**src/rtl/dla_mux.sv**
```systemverilog
// dla_mux: config-selected 2:1 stream merge with registered 2-entry skid buffer.
package dla_mux_pkg;
  typedef struct packed {
    logic [31:0] select;
  } mux_sel_config_t;
endpackage

module dla_mux
  import dla_mux_pkg::*;
#(
  parameter int CONFIG_WIDTH = 32,
  parameter int DATA_WIDTH   = 32
) (
  input  logic                    clk_dla,
  input  logic                    i_aresetn,
  input  logic [CONFIG_WIDTH-1:0] i_config_data,
  input  logic                    i_config_valid,
  output logic                    o_config_ready,
  input  logic                    i_1_valid,
  output logic                    o_1_ready,
  input  logic [DATA_WIDTH-1:0]   i_1_data,
  input  logic                    i_1_transmitter_done,
  input  logic                    i_2_valid,
  output logic                    o_2_ready,
  input  logic [DATA_WIDTH-1:0]   i_2_data,
  input  logic                    i_2_transmitter_done,
  input  logic                    i_ready,
  output logic                    o_valid,
  output logic [DATA_WIDTH-1:0]   o_data,
  output logic                    o_transmitter_done
);
  localparam int BITS = $bits(mux_sel_config_t);
  localparam int NUM_CONFIG_OFFSETS = BITS / CONFIG_WIDTH;
  localparam int OW = NUM_CONFIG_OFFSETS > 1 ? $clog2(NUM_CONFIG_OFFSETS) : 1;

  if (BITS % CONFIG_WIDTH != 0) begin : g_bad_config_width
    $error("config struct width must be a multiple of CONFIG_WIDTH");
  end

  typedef enum logic [1:0] {CONFIG, STREAM, DRAIN} state_t;

  logic [2:0] sync;
  logic sclrn;
  state_t state, state_n;
  logic [OW-1:0] offset, offset_n;
  mux_sel_config_t cfg, cfg_n;
  logic s_valid, s_valid_n, o_valid_n, room;
  logic [DATA_WIDTH-1:0] s_data, s_data_n, o_data_n, in_data;
  logic sel, sel_done, accept, last, push, ld;

  always_ff @(posedge clk_dla or negedge i_aresetn)
    if (!i_aresetn) sync <= '0;
    else sync <= {sync[1:0], 1'b1};

  assign sclrn = sync[2];

  always_comb begin
    sel = cfg.select[0];
    accept = o_config_ready & i_config_valid;
    last = offset == OW'(NUM_CONFIG_OFFSETS - 1);
    push = sel ? (o_2_ready & i_2_valid) : (o_1_ready & i_1_valid);
    in_data = sel ? i_2_data : i_1_data;
    sel_done = sel ? i_2_transmitter_done : i_1_transmitter_done;
    // output slot refills from skid first so ordering is preserved
    ld = !o_valid | i_ready;
    o_valid_n = ld ? (s_valid | push) : o_valid;
    o_data_n = !ld ? o_data : s_valid ? s_data : push ? in_data : o_data;
    s_valid_n = ld ? (s_valid & push) : (s_valid | push);
    s_data_n = push ? in_data : s_data;
    cfg_n = accept ? mux_sel_config_t'((BITS'(i_config_data) << (BITS - CONFIG_WIDTH)) | (cfg >> CONFIG_WIDTH)) : cfg;
    offset_n = accept ? (last ? '0 : offset + OW'(1)) : offset;
    state_n = (state == CONFIG && accept && last) ? STREAM :
              (state == STREAM && sel_done) ? DRAIN :
              (state == DRAIN && !o_valid) ? CONFIG : state;
    room = state_n == STREAM && !(o_valid_n && s_valid_n);
  end

  always_ff @(posedge clk_dla or negedge sclrn)
    if (!sclrn) begin
      state <= CONFIG;
      offset <= '0;
      cfg <= '0;
      o_valid <= 1'b0;
      o_data <= '0;
      s_valid <= 1'b0;
      s_data <= '0;
      o_1_ready <= 1'b0;
      o_2_ready <= 1'b0;
      o_config_ready <= 1'b0;
      o_transmitter_done <= 1'b0;
    end else begin
      state <= state_n;
      offset <= offset_n;
      cfg <= cfg_n;
      o_valid <= o_valid_n;
      o_data <= o_data_n;
      s_valid <= s_valid_n;
      s_data <= s_data_n;
      o_1_ready <= room && !cfg_n.select[0];
      o_2_ready <= room && cfg_n.select[0];
      o_config_ready <= state_n == CONFIG;
      o_transmitter_done <= state_n == DRAIN && !o_valid_n;
    end
endmodule

```
**config.mk**
```make
export PLATFORM = sky130hd
export DESIGN_NAME = dla_mux
export DESIGN_NICKNAME = d
export VERILOG_FILES = /design/src/rtl/dla_mux.sv
export SDC_FILE = /design/constraint.sdc
export NUM_CORES = 1
export LEC_CHECK = 0
export BUFFER_PORTS_ARGS = -buffer_cell sky130_fd_sc_hd__buf_2
export CAP_MARGIN = 30
export CORE_MARGIN = 1.5
export CORE_UTILIZATION = 49
export DETAILED_ROUTE_END_ITERATION = 10
export GPL_TIMING_DRIVEN = 1
export HOLD_SLACK_MARGIN = 0.12
export PLACE_DENSITY = 0.8
export REMOVE_ABC_BUFFERS = 1
export SLEW_MARGIN = 30
export SYNTH_ARGS = -nofsm -noshare
export SYNTH_HDL_FRONTEND = slang
export SYNTH_SLANG_ARGS = --single-unit
```
**constraint.sdc**
```tcl
create_clock -name clk_dla -period 3.2 [get_ports clk_dla]
set_input_delay 0.64 -clock clk_dla [delete_from_list [all_inputs] [get_ports clk_dla]]
set_output_delay 0.64 -clock clk_dla [all_outputs]
set_load 0.02 [all_outputs]
```
==> qor.yml, run 1 <==
status: "completed"
switching_share_pct: 39.4
worstMarginPinSlew_ns: 0.643
num_rows: 31
hpwl_um: 5130
critPathMaxFanout: 19
num_io_pins: 141
finalSetupViolations: 0
dieArea_um2: 7880
cts_max_path_buffers: 2
reg2reg_slack_ns: 1.08
path_class: "register to register"
grt.met3_usage_pct: 4.20
drcViolationCount: 0
reg2reg_from: "cfg[0]"
rsz0062_at_grt: "no"
p_int_mw: 2.67
drive_above_1_share_pct: 30.4
busiest_layer: "met2"
routedWlPerCell_um: 13.9
path_clk_slew_ns: 0.08
max_slew_margin_pct: 57.2
die_x_um: 88.8
vias_per_cell: 5.35
grt_usage_pct: 20.1
synth_area_leader_cell: "dfrtp_1"
final_common_cell: "buf_2"
arrival_ns: 2.36
antenna_found_initial: 0
use_met2_pct: 37.5
ant_nets: 0
hold_class: "register to asynchronous set/reset pin"
synth_flop_cell: "dfrtp_1"
yosysTopAreaCellShare_pct: 52.8
end_kind: "register"
skew_ns: 0.00905
ys_warn_count: 0
initial_core_util_pct: 50.2
clkPwrFrac_pct: 17.9
yosys-top-cells-area: "dfrtp_1 (53%), mux2i_1 (18%), a21oi_1 (8.9%)"
switchingPower_mw: 1.74
grt.overflow.total: 0
numCtsBuffers: 9
whs_ns: 0.282
pwr-share-comb_pct: 41.9
die_h_um: 88.8
htree_levels: 3
vias: 2972
syn_inst: 351
antenna_cells: 0
portBuffers: 109
crit_path_start: "cfg[0]"
cts_tree: "built"
ir_worst_vdd_uv: 620
hold_violations: 0
met1_usage_pct: 23.2
area_delta_synth_final_pct: 22.9
syn_area_per_cell_um2: 10.3
slew_violations: 0
powerDensity_nw_per_um2: 996
core_um2: 7180
first_pass_iters: 4
drt-total-wl_um: 7750
synth_edf_count: 0
grt_pass1_wl_um: 12200
seq_power_share_pct: 40.3
finalCriticalPeriod_ns: 2.12
ys_types: 27
worstPathRequired_ns: 3.44
final_nets: 556
finalCritPeriodShare_pct: 66.3
synth.cell_area_um2: 3600
fmax_ghz: 0.471
grt_pass1_vias: 2742
clock-sinks: 76
ys_ff_latch: 76
first_iter_violations: 133
insertion_delay_ns: 0.33
async_flop_share_pct: 100
startpoint_type: "register"
root_buffer: "clkbuf_8"
cap_viol_max_count: 0
p_leak_nw: 2.13
fillCellCount: 621
design_area_um2: 4430
seq_area_frac_synth_pct: 52.8
place_area_um2: 4180
place_congestion: 0.674
layout_common_cells: "buf_2 (109), dfrtp_1 (74), mux2i_1 (64), a21oi_1 (64), nand2_1 (38)"
grt_start_max_net_pins: 74
cell usage after synthesis, types with 2 or more instances:
cell      number
dfrtp_1       76
a21oi_1       64
mux2i_1       64
nand2_1       38
nor2_1        33
o22ai_1       32
clkbuf_1      11
buf_2          6
buf_4          5
buf_1          3
buf_6          2
inv_1          2
sequential cells by signal, summed over array words and instances (netlist names):
name / flops
o_2_ready: 1
o_config_ready: 1
cfg: 1
o_data: 32
o_1_ready: 1
sync: 3
s_data: 32
s_valid: 1
o_valid: 1
state: 2
o_transmitter_done: 1
stage by stage:
stage	instances	TNS (ns)	setup WS [ns]	power (mW)	utilization [%]
after floorplan	324	-2.47	-0.177	3.11	-
after global placement	538	0	1.13	3.54	58.3
after detailed placement	538	0	1.06	3.66	58.3
after CTS	555	0	1.05	4.45	61.5
after global routing	556	0	0.888	4.73	61.8
final	556	0	1.08	4.41	61.8
routing by layer:
metal,routed length (um),share of wire (%),vias up
li1,-,-,1448
met1,3270,42,1444
met2,4090,53,73
met3,323,4.2,7
met4,63,0.81,0
met5,0,0,-
critical path, stage by stage (launching register included):
cell     delay (ns)
dfrtp_2        0.73
buf_4          0.43
mux2_4         0.33
nand2_1        0.10
nand2_1        0.13
nor4_1         0.29
final cells by class:
class                      instances  area, um^2  area share (%)
timing repair buffer             117         621            14.0
multi-input combinational        246        1560            35.1
clock inverter                     4        72.6            1.64
sequential                        76        1910            43.0
clock buffer                      12         145            3.27
inverter                           2        7.51           0.169
tap                               99         124            2.80
logic make-up (layout without fill, tap and decap cells):
group,Yosys count,after routing,synth area share (%)
adder cells (fa/ha/maj),1,1,0.312
flip-flops,76,76,52.8
other,1,1,0.104
AND/OR/NAND/NOR,78,78,8.71
multiplexers,66,66,18.5
AO/OA/AOI/OAI,100,100,15.4
buffers and inverters,29,135,4.17
power groups by stage:
| stage | Combinational [mW] | Sequential, mW | Clock [mW] |
|---|---|---|---|
| after floorplan | 1.05 | 2.05 | 0 |
| after global placement | 1.78 | 1.77 | 0 |
| after detailed placement | 1.86 | 1.81 | 0 |
| after CTS | 1.86 | 1.79 | 0.807 |
| after global routing | 2.04 | 1.84 | 0.844 |
| final | 1.85 | 1.78 | 0.789 |
timing repair:
action                                 in CTS  in global routing
gates resized for setup                     0                  0
hold buffers                                1                  0
setup buffers                               0                  0
endpoints found under the hold margin       3                  0
final timing paths:
path,endpoint,cells past startpoint
max,o_1_ready,5
min,s_data[23],0
max reg2reg,o_1_ready,5
min reg2reg,s_data[23],0
max in group asynchronous,cfg[0],1
min in group clk_dla,sync[1],0
No activity file was read; power rests on OpenSTA's default activity.
==> inputs of run 2 (changes only) <==
- CORE_UTILIZATION: 49 -> 44
- PLACE_DENSITY: 0.8 -> 0.76
- clock period: 3.2 -> 1.8 ns (I/O delays scaled with it)
==> qor.yml, run 2 (synthesis results as in run 1) <==
seq_power_share_pct: 39.3
reg2reg_slack_ns: 0.23
dieArea_um2: 8740
final_common_cell: "buf_2"
ir_worst_vdd_uv: 812
fin_util_pct: 57.2
layout_common_cells: "buf_2 (109), dfrtp_1 (74), mux2i_1 (64), a21oi_1 (64), nand2_1 (38)"
num_rows: 32
drcViolationCount: 0
slew_violations: 0
switching_share_pct: 40.1
p_leak_nw: 2.15
first_iter_violations: 134
initial_core_util_pct: 45.9
die_h_um: 93.5
powerDensity_nw_per_um2: 1740
setup_tns_ns: 0
crit_chain: "buf_4 > mux2i_1 > nand2_1 > mux2i_1 > a21oi_1"
numCtsBuffers: 9
routedWlPerCell_um: 13.9
ant_nets: 0
clock-sinks: 76
clkPwrFrac_pct: 16.6
grt_usage_pct: 18.5
grt_start_max_net_pins: 43
arrival_ns: 1.78
grt.overflow.total: 0
reg2reg_from: "cfg[0]"
path_class: "register to register"
hpwl_um: 5480
vias_per_cell: 5.29
startpoint_type: "register"
root_buffer: "clkbuf_8"
cts_max_path_buffers: 2
reg2reg_to: "o_data[26]"
path_clk_slew_ns: 0.08
pwr-share-comb_pct: 44.1
finalCritPeriodShare_pct: 87.2
finalSetupViolations: 0
cts_tree: "built"
switchingPower_mw: 3.14
cap_viol_max_count: 0
core_um2: 7850
worstPathRequired_ns: 2.01
hold_violations: 0
grt_pass1_wl_um: 12800
vias: 2988
portBuffers: 109
min_to: "cfg[0]"
die_x_um: 93.5
cp_slowest_cell: "dfrtp_2"
antenna_found_initial: 0
p_int_mw: 4.68
whs_ns: 0.283
hold_start: "i_config_data[0]"
finalCriticalPeriod_ns: 1.57
num_io_pins: 141
area_delta_synth_final_pct: 24.5
status: "completed"
skew_ns: 0.0100
holdPathStages: 2
antenna_cells: 0
reg_top3: "o_data: 32 flops, s_data: 32 flops, sync: 3 flops"
drt-total-wl_um: 7830
drive_above_1_share_pct: 31.5
critPathMaxFanout: 17
grt_pass1_vias: 2889
place_congestion: 0.770
rsz0062_at_grt: "no"
fmax_ghz: 0.637
insertion_delay_ns: 0.34
final_nets: 562
first_pass_iters: 4
critPathMostFrequentCell: "mux2i_1"
end_kind: "register"
htree_levels: 3
slowest_delay_ns: 0.46
rr_worst_depth: 5
hold_class: "input pin to register"
run 2: per-layer routing:
metal	vias up	global-route usage (%)	share of wire, %
li1	1460	-	-
met1	1431	22.2	44
met2	88	33.3	50
met3	9	3.01	4.6
met4	0	6.57	1.2
met5	-	0	0
run 2: worst max path at each step:
stage	start	end	slack, ns	depth (start not counted)
detailed placement	cfg[0]	o_data[26]	0.22	5
global placement	cfg[0]	o_data[26]	0.28	5
finish	cfg[0]	o_data[26]	0.23	5
floorplan	cfg[0]	o_1_ready	-1.58	3
CTS	cfg[0]	o_data[26]	0.20	5
global route	cfg[0]	o_data[23]	0.1	5
run 2: through the flow:
stage          setup WS [ns]  power [mW]  cell area [um^2]  std cells
2_1_floorplan          -1.58        5.52              3460        324
3_3_place_gp           0.277        6.40              4280        548
3_5_place_dp           0.224        6.60              4280        548
4_1_cts                0.200        7.91              4490        565
5_1_grt               0.0957        8.40              4490        565
6_report               0.231        7.81              4490        565
run 2: cell type report:
cell class | instances | area (um^2)
multi-input cells | 246 | 1560
repair buffers | 123 | 691
clock buffers | 10 | 138
flip-flops and latches | 76 | 1900
inverters | 2 | 7.51
well taps | 102 | 128
fillers | 720 | 3360
clock inverters | 6 | 63.8
run 2: repair_timing:
action | 4_1_cts | 5_1_grt
endpoints found under the hold margin | 3 | 0
gates resized for setup | 0 | 0
setup buffers | 0 | 0
hold buffers | 1 | 0
run 2: power by group through the flow:
stage          sequential, mW  combinational, mW  clock (mW)
4_1_cts                  3.07               3.50        1.33
3_5_place_dp             3.10               3.49           0
5_1_grt                  3.18               3.82        1.41
6_report                 3.07               3.45        1.29
3_3_place_gp             3.04               3.35           0
2_1_floorplan            3.65               1.87           0
run 2: worst max-delay path, delay by kind of cell (launching register included):
| kind | cells | cell delay, ns |
|---|---|---|
| buf+inv | 1 | 0.32 |
| simple gates | 1 | 0.08 |
| flops | 1 | 0.46 |
| compound gates | 1 | 0.08 |
| mux | 2 | 0.47 |
